`src/rtl/sine_checksum_ctrl.sv`:
```
// Checksum sequencer: walks the sample BRAM, streams each byte to the CORDIC
// as a phase, sums the sine results and flags SUCCESS/ERROR at the end.
module sine_checksum_ctrl #(
  parameter int NUM_SAMPLES = 10,
  parameter int ADDR_W      = 4,
  parameter int BRAM_LAT    = 1,
  parameter int TIMEOUT     = 255
) (
  input  logic              CLK100MHZ,
  input  logic              reset_in_n,
  input  logic              start,
  input  logic [31:0]       expected_sum,
  output logic              bram_en,
  output logic [ADDR_W-1:0] bram_addr,
  input  logic [7:0]        bram_dout,
  output logic              phase_tvalid,
  output logic [7:0]        phase_tdata,
  input  logic              dout_tvalid,
  input  logic [31:0]       dout_tdata,
  output logic [31:0]       sum,
  output logic              busy,
  output logic              done,
  output logic              success,
  output logic              error
);

  localparam int CW = ADDR_W + 1;
  localparam int TW = $clog2(TIMEOUT + 1);
  localparam logic [CW-1:0] NS  = CW'(NUM_SAMPLES);
  localparam logic [TW-1:0] TMO = TW'(TIMEOUT);

  typedef enum logic [1:0] {IDLE, RUN, CHECK, DONE} state_t;
  state_t state, state_nxt;

  logic [CW-1:0]     issue_cnt, ret_cnt;
  logic [TW-1:0]     tmo_cnt;
  logic [31:0]       exp_q;
  logic [BRAM_LAT:1] vld_pipe;
  logic              go, issue, ret, last_ret, tmo_hit;

  assign go       = start && (state == IDLE || state == DONE);
  assign issue    = (state == RUN) && (issue_cnt < NS);
  assign ret      = (state == RUN) && dout_tvalid;
  assign last_ret = ret && (ret_cnt == NS - CW'(1));
  // Abort on the edge where the idle count would reach TIMEOUT.
  assign tmo_hit  = (state == RUN) && !issue && !ret && (tmo_cnt == TMO - TW'(1));

  always_ff @(posedge CLK100MHZ) begin
    if (!reset_in_n) state <= IDLE;
    else             state <= state_nxt;
  end

  always_comb begin
    state_nxt = state;
    case (state)
      IDLE, DONE: if (go) state_nxt = RUN;
      RUN: begin
        if (last_ret)     state_nxt = CHECK;
        else if (tmo_hit) state_nxt = DONE;
      end
      CHECK:   state_nxt = DONE;
      default: state_nxt = IDLE;
    endcase
  end

  always_comb begin
    busy         = (state == RUN) || (state == CHECK);
    bram_en      = issue;
    bram_addr    = issue ? issue_cnt[ADDR_W-1:0] : '0;
    phase_tvalid = vld_pipe[BRAM_LAT] && (state == RUN);
    phase_tdata  = phase_tvalid ? bram_dout : '0;
  end

  // Read-valid tracker: bit i is high i cycles after the address was issued.
  always_ff @(posedge CLK100MHZ) begin
    if (!reset_in_n) begin
      vld_pipe <= '0;
    end else begin
      vld_pipe[1] <= issue;
      for (int i = 2; i <= BRAM_LAT; i++) vld_pipe[i] <= vld_pipe[i-1];
    end
  end

  always_ff @(posedge CLK100MHZ) begin
    if (!reset_in_n) begin
      issue_cnt <= '0;
      ret_cnt   <= '0;
      tmo_cnt   <= '0;
      exp_q     <= '0;
      sum       <= '0;
      done      <= 1'b0;
      success   <= 1'b0;
      error     <= 1'b0;
    end else if (go) begin
      issue_cnt <= '0;
      ret_cnt   <= '0;
      tmo_cnt   <= '0;
      exp_q     <= expected_sum;
      sum       <= '0;
      done      <= 1'b0;
      success   <= 1'b0;
      error     <= 1'b0;
    end else begin
      case (state)
        RUN: begin
          if (issue) issue_cnt <= issue_cnt + CW'(1);
          if (ret) begin
            sum     <= sum + dout_tdata;
            ret_cnt <= ret_cnt + CW'(1);
          end
          tmo_cnt <= (issue || ret) ? '0 : tmo_cnt + TW'(1);
          if (tmo_hit) begin
            done  <= 1'b1;
            error <= 1'b1;
          end
        end
        CHECK: begin
          done    <= 1'b1;
          success <= (sum == exp_q);
          error   <= (sum != exp_q);
        end
        default: ;
      endcase
    end
  end

endmodule

```
`config.mk`:
```
export PLATFORM = sky130hd
export DESIGN_NAME = sine_checksum_ctrl
export DESIGN_NICKNAME = d
export VERILOG_FILES = /design/src/rtl/sine_checksum_ctrl.sv
export SDC_FILE = /design/constraint.sdc
export NUM_CORES = 1
export LEC_CHECK = 0
export ABC_AREA = 1
export BUFFER_PORTS_ARGS = -buffer_cell sky130_fd_sc_hd__buf_4
export CORE_MARGIN = 4
export CORE_UTILIZATION = 56
export CTS_CLUSTER_SIZE = 40
export DETAILED_ROUTE_END_ITERATION = 8
export PLACE_DENSITY = 0.81
export SETUP_SLACK_MARGIN = 0.5
export SLEW_MARGIN = 20
export SYNTH_ARGS = -nofsm -noshare
export SYNTH_HDL_FRONTEND = slang
export SYNTH_SLANG_ARGS = --single-unit
```
`constraint.sdc`:
```
create_clock -name CLK100MHZ -period 2.4 [get_ports CLK100MHZ]
set_input_delay 0.12 -clock CLK100MHZ [delete_from_list [all_inputs] [get_ports CLK100MHZ]]
set_output_delay 0.12 -clock CLK100MHZ [all_outputs]
set_load 0.03 [all_outputs]
```
==> results.cfg <==
[cts]
holdBufCountCts = 0
insertion_delay_ns = 0.34
cts_buffers = 9
clkTransAtPathRegs_ns = 0.07
cts_tree = built
clock_sinks = 88
cts_buffer_depth = 2
cts-root-buf = clkbuf_16
cts_htree_levels = 3

[place]
io_buffer_count = 125
dp_hpwl_um = 14270
dp_cells = 1314
gp_congestion = 0.9441
placed_area_um2 = 7471
pre_cts_slack_ns = 0.4138

[final_layout]
fin_cells = 1334
nNetsFinal = 1306
antennaDiodeCount = 0
final_area_um2 = 8169
syn_to_final_growth_pct = 28.17
nFillCells = 926
utilization_pct = 74.38
drive_gt1_share_pct = 22.86

[timing]
period_share_pct = 76.50
tns_ns = 0
rsz0062_at_grt = true
fin_skew_ns = 0.008993
fmax_mhz = 544.7
fin_ws_ns = 0.5640
slew_violations = 0
worst_slew_pin_slew_ns = 0.5205
hold_viol = 0
finalSetupViolCount = 0
hold_ws_ns = 0.03538
period_minus_slack_ns = 1.836
slew_headroom_pct = 65.30

[job]
maxCapViolCount = 0

[setup_path]
required_ns = 2.64
cp-end-kind = register
cp-start-kind = register
cpMostUsedCell = nand2_1
crit_slowest_cell = fa_2
crit_chain = ha_2 -> fa_2 -> nand2_1 -> nand3_2 -> nand2_1 -> nand2_2 -> nand2_2 -> nand2_1 -> nand2_1 -> nand3_1 -> nand2_1 -> inv_1
crit_fanout = 4
critPathArrivalTime_ns = 2.07
max_stage_delay_ns = 0.39
crit_type = register to register

[synth]
syn_nets = 1175
synth.distinct_cells = 38
yosys.area_share.simple_pct = 34.26
ys.flop_type = dfxtp_1
synth_xor_area_share_pct = 4.672
muxShareOfSynthArea_pct = 0
ys_seq_area_share_pct = 27.64
synth_largest_area_cell = dfxtp_1
synthesis.area_um2 = 6374
synth_top_family_by_area = simple AND/OR/NAND/NOR gates
synth-seq-cells = 88
synth_edf_count = 0
synthTopCellsByArea = dfxtp_1 (28%), nand2_1 (16%), inv_1 (12%), nor2_1 (8.9%), ha_1 (7.5%)
synth_compound_area_share_pct = 11.78
synth_area_per_cell_um2 = 6.013
netlist_instances = 1060
synth-async-reset-ratio_pct = 0
yosysTopAreaCellShare_pct = 27.64
yosysWarnings = 0
synth_adder_area_share_pct = 7.774

[grt]
gr-total-overflow = 0
use_met3_pct = 3.700
grt_pass1_wl_um = 29260
grt_max_degree = 44
met2_usage_pct = 47.54
grt_pass1_vias = 6225
grt.busiest_layer = met2
antenna_found_initial = 0
grt_use_total_pct = 27.72
gr-usage-met1_pct = 35.24

[power]
cellPowerDensity_nw_per_um2 = 795.3
peakVddDrop_mv = 0.5747
p_total_mw = 6.496
p_leak_nw = 4.374

[route]
drc_errors = 0
routed_wl_um = 18960
vias = 6885
antenna_left = 0
dr.pass1.iters = 6
drt_iter0_markers = 527
via_per_inst = 5.161
routedWlPerCell_um = 14.21

[floorplanning]
core.rowCount = 38
start_util_pct = 58.03
die_w_um = 114.7
die-area_um2 = 13150
coreArea_um2 = 10980
io_pins = 126
die_h_um = 114.7

[hold_path]
hold_class = primary input to register

[outcome]
outcome = finished, final reports clean
-- final cells by class --
class | count | area [um2] | share of cell area, %
Multi-Input combinational cell | 739 | 4051 | 49.59
Sequential cell | 88 | 1792 | 21.93
Timing Repair Buffer | 140 | 1055 | 12.91
Inverter | 213 | 802.0 | 9.818
Clock buffer | 10 | 239.0 | 2.925
Tap cell | 140 | 175.2 | 2.144
Clock inverter | 4 | 55.05 | 0.6739
-- critical path, delay by kind of cell, from the launching register on --
family	cells	cell delay (ns)
simple gates	9	0.77
buf+inv	1	0.04
flops	1	0.34
fa+ha+maj	2	0.58
-- layer usage --
metal  up-vias  part of all wire [%]
met2       274                    48
met4         0                   3.0
met1      3058                    42
met5         -                     0
met3        40                   7.1
li1       3513                     -
-- layout by cell type, fill, tap and decap left out, drive strengths merged --
| cell type | synthesis | final |
|---|---|---|
| or2 | 2 | 2 |
| a21oi | 63 | 63 |
| dfxtp | 88 | 88 |
| nor3b | 1 | 1 |
| nand2 | 287 | 287 |
| o31ai | 2 | 2 |
| bufinv | 0 | 1 |
| o2111ai | 1 | 1 |
| and3 | 1 | 1 |
| nor2 | 160 | 160 |
| clkinvlp | 0 | 1 |
| o21ai | 69 | 69 |
| inv | 212 | 213 |
| xnor2 | 6 | 6 |
| o22ai | 2 | 2 |
| nand4 | 5 | 5 |
| fa | 1 | 1 |
| xor2 | 28 | 28 |
| buf | 7 | 140 |
| o21bai | 3 | 3 |
| clkinv | 1 | 2 |
| a21o | 2 | 2 |
| ha | 38 | 38 |
| and2 | 2 | 2 |
| a221oi | 1 | 1 |
| clkbuf | 13 | 10 |
| a22oi | 1 | 1 |
| nand3 | 57 | 57 |
| nor3 | 7 | 7 |
-- synthesized netlist by cell type (2+ instances only) --
library cell and number:
nand4_1 5, o22ai_1 2, nand2_1 268, xnor2_1 6, nor2_4 2, nor2_1 151, a21oi_1 63, o21ai_0 64
nand2_2 18, xor2_1 28, buf_2 5, or2_2 2, inv_2 4, nand3_2 5, o21ai_1 5, dfxtp_1 88
nor3_1 6, nand3_1 52, o21bai_1 3, clkbuf_1 13, inv_1 208, o31ai_1 2, a21o_1 2, nor2_2 7
ha_1 38
-- cell families after synthesis --
group,after synthesis
AOI/OAI and AO/OA,144
xor gates and xnor gates,34
adders and majority gates,39
buffers and inverters,233
DFF,88
and+or+nand+nor,522
-- flip-flops by register name, indices dropped and copies added, names as in the netlist --
name / flops
exp_q: 32
sum: 32
tmo_cnt: 8
issue_cnt: 5
ret_cnt: 5
state: 2
done: 1
error: 1
success: 1
vld_pipe: 1
-- power by group --
| part | total [mW] | internal (mW) | switching (mW) |
|---|---|---|---|
| Combinational | 3.06 | 1.12 | 1.94 |
| Sequential | 2.01 | 1.76 | 0.255 |
| Clock | 1.43 | 0.830 | 0.598 |
-- worst paths after layout --
kind         slack, ns  cells after the start        startpoint           end
max reg2reg       0.56                     12            sum[0]       sum[30]
min               0.04                      3  expected_sum[31]     exp_q[31]
min reg2reg       0.45                      2      issue_cnt[4]  issue_cnt[4]
max               0.56                     12            sum[0]       sum[30]
-- repair_timing --
item | CTS | global route
gates cloned | 0 | 0
setup buffers | 1 | 5
setup endpoints to repair | 14 | 27
resized for setup | 7 | 86
endpoints found under the hold margin | 0 | 0
pin swaps | 1 | 9
(Power assumes the default switching activity.)
